[src/rtl/naval_board_responder_pkg.sv]
// Shared definitions for the battleship board responder: response codes,
// FSM state encoding and default coordinate / ship-id widths.
package naval_pkg;

   localparam int DEF_COORD_W = 3;
   localparam int DEF_ID_W    = 2;

   typedef enum logic [1:0] {
      RESP_MISS   = 2'd0,
      RESP_HIT    = 2'd1,
      RESP_SUNK   = 2'd2,
      RESP_REPEAT = 2'd3
   } resp_code_e;

   typedef enum logic [2:0] {
      ST_LOAD  = 3'd0,
      ST_ARMED = 3'd1,
      ST_CHECK = 3'd2,
      ST_RESP  = 3'd3,
      ST_DONE  = 3'd4
   } state_e;

endpackage

[src/rtl/naval_board_responder_if.sv]
// Shot / response handshake bundle between the attacking player's move
// source (master) and the defending board responder (slave).
interface naval_board_responder_if
   import naval_pkg::*;
#(
   parameter int COORD_W = DEF_COORD_W,
   parameter int ID_W    = DEF_ID_W
) ();

   logic               shot_valid;
   logic [COORD_W-1:0] shot_coord;
   logic               shot_ready;
   logic               resp_valid;
   logic               resp_ready;
   logic [1:0]         resp_code;
   logic [ID_W-1:0]    resp_id;

   modport master (
      output shot_valid, shot_coord, resp_ready,
      input  shot_ready, resp_valid, resp_code, resp_id
   );

   modport slave (
      input  shot_valid, shot_coord, resp_ready,
      output shot_ready, resp_valid, resp_code, resp_id
   );

endinterface

[src/rtl/naval_board_responder_tracker.sv]
// Per-ship bookkeeping: length latched from the board at game start, hit
// counter per ship, "this hit sinks it" lookahead and the fleet-sunk flag.
// A ship of length 0 counts as already sunk so absent ships never block
// the end of the game.
module naval_ship_tracker
   import naval_pkg::*;
#(
   parameter int COORD_W = DEF_COORD_W,
   parameter int CELLS   = 8,
   parameter int NSHIPS  = 3,
   parameter int ID_W    = DEF_ID_W
) (
   input  logic                        CLOCK_50,
   input  logic                        RESET_N,
   input  logic                        clear_i,
   input  logic                        latch_i,
   input  logic [CELLS-1:0][ID_W-1:0]  board_i,
   input  logic                        hitEn_i,
   input  logic [ID_W-1:0]             hitId_i,
   output logic                        hitSinks_o,
   output logic                        noShips_o,
   output logic                        allSunk_o
);

   localparam int CNT_W = ID_W + COORD_W + 1;

   logic [CNT_W-1:0] cellCount [NSHIPS];
   logic [CNT_W-1:0] len_q     [NSHIPS];
   logic [CNT_W-1:0] len_d     [NSHIPS];
   logic [CNT_W-1:0] hitCnt_q  [NSHIPS];
   logic [CNT_W-1:0] hitCnt_d  [NSHIPS];

   // Count how many board cells carry each ship id (ship s has id s+1).
   always_comb begin
      for (int s = 0; s < NSHIPS; s++) begin
         cellCount[s] = '0;
         for (int c = 0; c < CELLS; c++) begin
            if (board_i[c] == ID_W'(s + 1)) begin
               cellCount[s] = cellCount[s] + CNT_W'(1);
            end
         end
      end
   end

   // An empty fleet sends the game straight to its end at start.
   always_comb begin
      noShips_o = 1'b1;
      for (int s = 0; s < NSHIPS; s++) begin
         if (cellCount[s] != '0) begin
            noShips_o = 1'b0;
         end
      end
   end

   // Length latch on start, counter clear on new game, increment on a fresh hit.
   always_comb begin
      for (int s = 0; s < NSHIPS; s++) begin
         len_d[s]    = len_q[s];
         hitCnt_d[s] = hitCnt_q[s];
         if (clear_i) begin
            len_d[s]    = '0;
            hitCnt_d[s] = '0;
         end else if (latch_i) begin
            len_d[s]    = cellCount[s];
            hitCnt_d[s] = '0;
         end else if (hitEn_i && (hitId_i == ID_W'(s + 1))) begin
            hitCnt_d[s] = hitCnt_q[s] + CNT_W'(1);
         end
      end
   end

   // Lookahead used during the check cycle: would one more hit sink this ship.
   always_comb begin
      hitSinks_o = 1'b0;
      for (int s = 0; s < NSHIPS; s++) begin
         if ((hitId_i == ID_W'(s + 1)) && ((hitCnt_q[s] + CNT_W'(1)) == len_q[s])) begin
            hitSinks_o = 1'b1;
         end
      end
   end

   // Fleet is gone once every counter has caught up with its length.
   always_comb begin
      allSunk_o = 1'b1;
      for (int s = 0; s < NSHIPS; s++) begin
         if (hitCnt_q[s] != len_q[s]) begin
            allSunk_o = 1'b0;
         end
      end
   end

   // Length and hit counter registers.
   always_ff @(posedge CLOCK_50 or negedge RESET_N) begin
      if (!RESET_N) begin
         for (int s = 0; s < NSHIPS; s++) begin
            len_q[s]    <= '0;
            hitCnt_q[s] <= '0;
         end
      end else begin
         for (int s = 0; s < NSHIPS; s++) begin
            len_q[s]    <= len_d[s];
            hitCnt_q[s] <= hitCnt_d[s];
         end
      end
   end

endmodule

[src/rtl/naval_board_responder.sv]
// Defending end of the battleship shot exchange. Holds one fleet on a
// CELLS-cell board, answers each accepted shot with MISS/HIT/SUNK/REPEAT
// and raises game_over once the whole fleet is sunk.
// Optional feature macro: NAVAL_SHOT_CNT_EN adds a saturating 8-bit
// shot_count output counting every accepted shot.
module naval_board_responder
   import naval_pkg::*;
#(
   parameter int COORD_W = DEF_COORD_W,
   parameter int CELLS   = 8,
   parameter int NSHIPS  = 3,
   parameter int ID_W    = DEF_ID_W
) (
   input  logic               CLOCK_50,
   input  logic               RESET_N,
   input  logic               load_en,
   input  logic [COORD_W-1:0] load_coord,
   input  logic [ID_W-1:0]    load_id,
   input  logic               start,
   naval_board_responder_if.slave bus,
   output logic               game_over
`ifdef NAVAL_SHOT_CNT_EN
   ,
   output logic [7:0]         shot_count
`endif
);

   state_e                      state_q, state_d;
   logic [CELLS-1:0][ID_W-1:0]  board_q, board_d;
   logic [CELLS-1:0]            mask_q, mask_d;
   logic [COORD_W-1:0]          coord_q, coord_d;
   resp_code_e                  respCode_q, respCode_d;
   logic [ID_W-1:0]             respId_q, respId_d;

   logic       latch, clear, accept;
   logic       inRange, loadInRange, isRepeat, hitEn;
   logic       hitSinks, noShips, allSunk;
   logic [ID_W-1:0] cellId;
   resp_code_e shotCode;
   logic [ID_W-1:0] shotId;

   naval_ship_tracker #(
      .COORD_W (COORD_W),
      .CELLS   (CELLS),
      .NSHIPS  (NSHIPS),
      .ID_W    (ID_W)
   ) u_tracker (
      .CLOCK_50   (CLOCK_50),
      .RESET_N    (RESET_N),
      .clear_i    (clear),
      .latch_i    (latch),
      .board_i    (board_q),
      .hitEn_i    (hitEn),
      .hitId_i    (cellId),
      .hitSinks_o (hitSinks),
      .noShips_o  (noShips),
      .allSunk_o  (allSunk)
   );

   // Game flow; load_en wins over start in LOAD, stray start/load_en elsewhere are dropped.
   always_comb begin
      state_d = state_q;
      latch   = 1'b0;
      clear   = 1'b0;
      accept  = 1'b0;
      case (state_q)
         ST_LOAD: begin
            if (start && !load_en) begin
               latch   = 1'b1;
               state_d = noShips ? ST_DONE : ST_ARMED;
            end
         end
         ST_ARMED: begin
            if (bus.shot_valid) begin
               accept  = 1'b1;
               state_d = ST_CHECK;
            end
         end
         ST_CHECK: state_d = ST_RESP;
         ST_RESP: begin
            if (bus.resp_ready) begin
               state_d = allSunk ? ST_DONE : ST_ARMED;
            end
         end
         ST_DONE: begin
            if (start) begin
               clear   = 1'b1;
               state_d = ST_LOAD;
            end
         end
         default: state_d = ST_LOAD;
      endcase
   end

   // Classify the latched shot: off-board, already fired on, empty water or a ship.
   always_comb begin
      inRange     = 32'(coord_q) < CELLS;
      loadInRange = 32'(load_coord) < CELLS;
      cellId      = inRange ? board_q[coord_q] : '0;
      isRepeat    = inRange && mask_q[coord_q];
      hitEn       = (state_q == ST_CHECK) && inRange && !isRepeat && (cellId != '0);
      shotCode    = RESP_MISS;
      shotId      = '0;
      if (inRange) begin
         if (isRepeat) begin
            shotCode = RESP_REPEAT;
            shotId   = cellId;
         end else if (cellId != '0) begin
            shotCode = hitSinks ? RESP_SUNK : RESP_HIT;
            shotId   = cellId;
         end
      end
   end

   // Board, shot mask, latched coordinate and response register next values.
   always_comb begin
      board_d    = board_q;
      mask_d     = mask_q;
      coord_d    = coord_q;
      respCode_d = respCode_q;
      respId_d   = respId_q;
      if ((state_q == ST_LOAD) && load_en && loadInRange) begin
         board_d[load_coord] = load_id;
      end
      if (clear) begin
         board_d = '0;
         mask_d  = '0;
      end
      if (accept) begin
         coord_d = bus.shot_coord;
      end
      if (state_q == ST_CHECK) begin
         respCode_d = shotCode;
         respId_d   = shotId;
         if (inRange && !isRepeat) begin
            mask_d[coord_q] = 1'b1;
         end
      end
   end

   // State and datapath registers; reset aborts any game in progress.
   always_ff @(posedge CLOCK_50 or negedge RESET_N) begin
      if (!RESET_N) begin
         state_q    <= ST_LOAD;
         board_q    <= '0;
         mask_q     <= '0;
         coord_q    <= '0;
         respCode_q <= RESP_MISS;
         respId_q   <= '0;
      end else begin
         state_q    <= state_d;
         board_q    <= board_d;
         mask_q     <= mask_d;
         coord_q    <= coord_d;
         respCode_q <= respCode_d;
         respId_q   <= respId_d;
      end
   end

   assign bus.shot_ready = (state_q == ST_ARMED);
   assign bus.resp_valid = (state_q == ST_RESP);
   assign bus.resp_code  = respCode_q;
   assign bus.resp_id    = respId_q;
   assign game_over      = (state_q == ST_DONE);

`ifdef NAVAL_SHOT_CNT_EN
   logic [7:0] shotCnt_q, shotCnt_d;

   // Accepted-shot counter, sticks at 255, restarts with a new game.
   always_comb begin
      shotCnt_d = shotCnt_q;
      if (clear) begin
         shotCnt_d = '0;
      end else if (accept && (shotCnt_q != 8'hFF)) begin
         shotCnt_d = shotCnt_q + 8'd1;
      end
   end

   // Shot counter register.
   always_ff @(posedge CLOCK_50 or negedge RESET_N) begin
      if (!RESET_N) begin
         shotCnt_q <= '0;
      end else begin
         shotCnt_q <= shotCnt_d;
      end
   end

   assign shot_count = shotCnt_q;
`endif

endmodule
[src/flat_wrapper.sv]
// flat-port wrapper written by rule: the top's interface ports become plain ports
module naval_board_responder_flat import naval_pkg::*;
#(
   parameter int COORD_W = DEF_COORD_W,
   parameter int CELLS   = 8,
   parameter int NSHIPS  = 3,
   parameter int ID_W    = DEF_ID_W
)
  (CLOCK_50, RESET_N, load_en, load_coord, load_id, start, game_over, bus_shot_valid, bus_shot_coord, bus_resp_ready, bus_shot_ready, bus_resp_valid, bus_resp_code, bus_resp_id);
  naval_board_responder_if #(.COORD_W(COORD_W), .ID_W(ID_W)) bus_i ();
  input  logic CLOCK_50;
  input  logic RESET_N;
  input  logic load_en;
  input  logic [COORD_W-1:0] load_coord;
  input  logic [ID_W-1:0] load_id;
  input  logic start;
  output logic game_over;
  input wire logic [$bits(bus_i.shot_valid)-1:0] bus_shot_valid;
  input wire logic [$bits(bus_i.shot_coord)-1:0] bus_shot_coord;
  input wire logic [$bits(bus_i.resp_ready)-1:0] bus_resp_ready;
  output wire logic [$bits(bus_i.shot_ready)-1:0] bus_shot_ready;
  output wire logic [$bits(bus_i.resp_valid)-1:0] bus_resp_valid;
  output wire logic [$bits(bus_i.resp_code)-1:0] bus_resp_code;
  output wire logic [$bits(bus_i.resp_id)-1:0] bus_resp_id;
  assign bus_i.shot_valid = bus_shot_valid;
  assign bus_i.shot_coord = bus_shot_coord;
  assign bus_i.resp_ready = bus_resp_ready;
  assign bus_shot_ready = bus_i.shot_ready;
  assign bus_resp_valid = bus_i.resp_valid;
  assign bus_resp_code = bus_i.resp_code;
  assign bus_resp_id = bus_i.resp_id;
  naval_board_responder #(.COORD_W(COORD_W), .CELLS(CELLS), .NSHIPS(NSHIPS), .ID_W(ID_W)) u_core (.CLOCK_50(CLOCK_50), .RESET_N(RESET_N), .load_en(load_en), .load_coord(load_coord), .load_id(load_id), .start(start), .bus(bus_i), .game_over(game_over));
endmodule
[config.mk]
export PLATFORM = sky130hd
export DESIGN_NAME = naval_board_responder_flat
export DESIGN_NICKNAME = d
export VERILOG_FILES = /design/src/rtl/naval_board_responder_pkg.sv /design/src/rtl/naval_board_responder_if.sv /design/src/rtl/naval_board_responder_tracker.sv /design/src/rtl/naval_board_responder.sv /design/src/flat_wrapper.sv
export SDC_FILE = /design/constraint.sdc
export NUM_CORES = 1
export LEC_CHECK = 0
export BUFFER_PORTS_ARGS = -buffer_cell sky130_fd_sc_hd__buf_4
export CAP_MARGIN = 5
export CORE_ASPECT_RATIO = 0.5
export CORE_MARGIN = 2
export CORE_UTILIZATION = 55
export CTS_CLUSTER_DIAMETER = 200
export CTS_CLUSTER_SIZE = 28
export DETAILED_ROUTE_END_ITERATION = 8
export GPL_TIMING_DRIVEN = 1
export HOLD_SLACK_MARGIN = 0.03
export PLACE_DENSITY_LB_ADDON = 0.08
export SYNTH_ARGS = -nofsm -noshare
export SYNTH_HDL_FRONTEND = slang
export SYNTH_SLANG_ARGS = --single-unit
[constraint.sdc]
create_clock -name CLOCK_50 -period 12.3 [get_ports CLOCK_50]
set_input_delay 3.075 -clock CLOCK_50 [delete_from_list [all_inputs] [get_ports CLOCK_50]]
set_output_delay 3.075 -clock CLOCK_50 [all_outputs]
set_load 0.02 [all_outputs]
==> flow_metrics.py <==
metrics = {
    "placement": {
        "dp_hpwl_um": 10000,
        "io_buffers": 20,
        "place.gp.congestion": 0.872,
        "dp_slack_ns": 7.14,
    },
    "cells_and_area": {
        "fin_nets": 714,
        "nFillCells": 922,
        "final_cell_mix": "nand2_1 (79), dfrtp_1 (70), nor2_1 (53)",
        "drive_above_1_share_pct": 10.9,
        "antenna_cells": 0,
        "final_common_cell": "nand2_1",
        "area_growth_pct": 7.47,
    },
    "synthesis": {
        "synth-simple-area-share_pct": 25.6,
        "synth_top_family_by_area": "simple AND/OR/NAND/NOR gates",
        "synth.yosys.seq_area_share_pct": 29.7,
        "syn_inst": 683,
        "synth-async-reset-ratio_pct": 100,
        "muxShareOfSynthArea_pct": 4.29,
        "synth_edf_count": 0,
        "synthFlopType": "dfrtp_1",
        "syn_area_per_cell_sq_um": 8.63,
        "yosys_warnings": 0,
        "yosysUniqueCellTypes": 81,
        "ys_seq_elements": 70,
        "synth_xor_area_share_pct": 15.6,
        "synth_compound_area_share_pct": 15.3,
        "synth_nets": 721,
        "synthAdderAreaFrac_pct": 5.27,
        "netlist_area_sq_um": 5890,
    },
    "clock_network": {
        "cts_buffer_depth": 2,
        "post_cts_resized": 0,
        "cts.clk_slew.worst_paths_ns": 0.06,
        "clockRootBuffer": "clkbuf_16",
        "cts.sinks": 70,
        "cts_htree_levels": 3,
        "cts_setup_buffers": 0,
        "numCtsBuffers": 9,
        "holdBufCountCts": 0,
        "clkLatencyLatePin_ns": 0.34,
        "cts_tree": "yes",
    },
    "floorplan": {
        "initial_core_util_pct": 57.1,
        "ios": 21,
        "die_h_um": 77.2,
        "die_w_um": 150,
        "rows": 26,
        "core_sq_um": 10300,
        "dieArea_sq_um": 11600,
    },
    "setup_path": {
        "r2r-start": "u_core.board_q[1]",
        "r2r-end": "u_core.state_q[0]",
        "worstPathArrival_ns": 5.42,
        "path_class": "reg -> reg",
        "start_kind": "register",
        "cp.required_ns": 12.51,
        "rr_worst_depth": 23,
        "worst_path_max_delay_cell": "dfrtp_1",
        "rrSetupSlack_ns": 7.09,
        "max_stage_delay_ns": 0.42,
        "cp_max_fo": 5,
        "cp-end-kind": "register",
        "crit_chain": "and2_1 > ha_1 > a21boi_0 > or2_2 > ha_1 > nand3_1 > o31ai_1 > ha_1 > mux2_2 > ha_1 > nand2_1 > nand3_1 > ha_1 > mux2_2 > ha_1 > and3_1 > xnor2_1 > o21ai_0 > o22ai_1 > nand4_1 > nor4_1 > and4_1 > o21ai_1",
        "cpMostUsedCell": "ha_1",
    },
    "run": {
        "cap_violations": 0,
    },
    "power_and_ir_drop": {
        "p_sw_share_pct": 48.6,
        "pwr-share-comb_pct": 64.2,
        "pwr-share-clk_pct": 12.4,
        "peakVddDrop_v": 0.000163,
        "power_density_nw_per_um2": 308,
        "seq_power_share_pct": 23.3,
        "power_switching_mw": 0.949,
        "leakagePower_nw": 2.84,
        "intPower_mw": 1.00,
    },
    "drt": {
        "first_iter_violations": 395,
        "antenna_left": 0,
        "num_vias": 4829,
        "routed_wirelength_um": 13300,
        "drc": 0,
        "post_drt_wl_per_cell_um": 16.2,
        "vias_per_cell": 5.88,
        "first_pass_iters": 5,
    },
    "min_path": {
        "hold_path.startpoint": "u_core.mask_q[6]",
        "min_path_cells": 2,
        "holdCritPathClass": "reg -> reg",
        "min_to": "u_core.mask_q[6]",
    },
    "grt": {
        "grt_max_degree": 71,
        "grt_pass1_vias": 4484,
        "grt_use_total_pct": 24.5,
        "grt_overflow": 0,
        "grt_pass1_wl_um": 22600,
        "grt_antenna_before_repair": 0,
    },
    "sta": {
        "worst_slack_ns": 7.09,
        "final.setup.tns_ns": 0,
        "rsz0062_at_grt": "no",
        "clock-skew-final_ns": 0.00900,
        "finalCritPeriodShare_pct": 42.4,
        "min_period_ns": 5.21,
        "finalHoldViolCount": 0,
        "drv_slew": 0,
        "finalSetupViolCount": 0,
        "fmax_mhz": 192,
        "slew-limit-headroom_pct": 17.1,
        "worst_slew_pin_slew_ns": 1.23,
    },
    "status": {
        "status": "complete, no violations",
    },
}
[cells in the mapped netlist (3+ instances only)]
| cell | number | area [sq um] |
|---|---|---|
| nand2_1 | 79 | 297 |
| dfrtp_1 | 70 | 1750 |
| nor2_1 | 53 | 199 |
| o21ai_0 | 42 | 210 |
| xnor2_1 | 37 | 324 |
| xor2_1 | 34 | 298 |
| nand3_1 | 31 | 155 |
| clkbuf_1 | 25 | 93.8 |
| ha_1 | 24 | 300 |
| inv_1 | 21 | 78.8 |
| a21oi_1 | 20 | 100 |
| nor3_1 | 16 | 80.1 |
| mux2i_1 | 14 | 140 |
| and2_1 | 12 | 75.1 |
| nand2b_1 | 12 | 75.1 |
| nand3b_1 | 10 | 75.1 |
| nor2b_1 | 10 | 62.6 |
| and3_1 | 9 | 56.3 |
| buf_2 | 9 | 45.0 |
| nand4_1 | 9 | 56.3 |
| nor4_1 | 8 | 50.1 |
| a22o_1 | 6 | 52.6 |
| a32o_1 | 6 | 60.1 |
| mux2_2 | 6 | 67.6 |
| nor3b_1 | 6 | 45.0 |
| o31ai_1 | 6 | 45.0 |
| or3_1 | 6 | 37.5 |
| a31oi_1 | 5 | 31.3 |
| o211ai_1 | 5 | 37.5 |
| o22ai_1 | 5 | 31.3 |
| or4_1 | 5 | 37.5 |
| xor2_2 | 5 | 81.3 |
| xnor3_1 | 4 | 90.1 |
| a211o_1 | 3 | 26.3 |
| a211oi_1 | 3 | 22.5 |
| a21o_1 | 3 | 22.5 |
| a22oi_1 | 3 | 22.5 |
| buf_4 | 3 | 22.5 |
| o21ai_1 | 3 | 15.0 |
| or2_2 | 3 | 18.8 |
| xnor2_2 | 3 | 48.8 |
[cells by family (layout without fill, tap and decap cells)]
logic type	after synthesis	count (layout)
buf+inv	61	59
flops	70	70
simple gates	286	286
mux	22	22
fa+ha+maj	25	25
xor+xnor	86	86
compound gates	133	133
[flip-flops by register name (all words and copies together) (netlist names)]
signal                     count
u_core.board_q                16
u_core.bus.resp_code           2
u_core.bus.resp_id             2
u_core.coord_q                 3
u_core.mask_q                  8
u_core.state_q                 3
u_core.u_tracker.hitCnt_q     18
u_core.u_tracker.len_q        18
[metal layers]
metal | up-vias | part of all wire, % | GRT usage [%]
met1 | 2296 | 53 | 37.5
met4 | 0 | 0.98 | 6.13
met2 | 104 | 42 | 35.3
li1 | 2417 | - | -
met5 | - | 0 | 0
met3 | 12 | 4.2 | 4.76
[worst max-delay path: cells and delay by family, from the launching register on]
family / cells / cell delay, ns
XOR/XNOR: 1 / 0.14
adder cells (fa/ha/maj): 6 / 1.72
flip-flops: 1 / 0.42
AND/OR/NAND/NOR: 9 / 1.63
multiplexers: 2 / 0.59
AO/OA/AOI/OAI: 5 / 0.56
[through the flow]
stage | utilization (%) | hold slack (ns) | power [mW] | area, sq um | instances
global placement | 58.7 | 0.461 | 1.68 | 6060 | 805
global route | 61.4 | 0.517 | 2.14 | 6330 | 821
CTS | 61.4 | 0.480 | 1.95 | 6330 | 821
floorplan | - | 0.448 | 1.44 | 5890 | 683
detailed placement | 58.7 | 0.468 | 1.70 | 6060 | 805
finish | 61.4 | 0.479 | 1.95 | 6330 | 821
[power by group through the flow]
stage	combinational (mW)	sequential [mW]	clock, mW
6_report	1.25	0.456	0.243
4_1_cts	1.25	0.451	0.247
3_5_place_dp	1.25	0.455	0
2_1_floorplan	1.07	0.373	0
3_3_place_gp	1.23	0.454	0
5_1_grt	1.41	0.472	0.260
[final cells by class]
class / instances / area, sq um / area share, %
clock buffers: 11 / 243 / 3.83
clock inverters: 5 / 33.8 / 0.533
inverters: 22 / 82.6 / 1.30
multi-input cells: 552 / 3890 / 61.4
flip-flops and latches: 70 / 1750 / 27.7
well taps: 140 / 175 / 2.77
repair buffers: 21 / 158 / 2.49
[worst max path at each step]
stage / startpoint / to / slack, ns / depth (start not counted)
floorplan: u_core.board_q[1] / u_core.state_q[0] / 7.57 / 23
global placement: u_core.board_q[0] / u_core.state_q[0] / 7.33 / 25
detailed placement: u_core.board_q[1] / u_core.state_q[0] / 7.14 / 23
CTS: u_core.board_q[1] / u_core.state_q[0] / 7.11 / 23
global route: u_core.board_q[1] / u_core.state_q[0] / 6.62 / 23
finish: u_core.board_q[1] / u_core.state_q[0] / 7.09 / 23
Note: power is estimated with default switching activity, not from simulation.
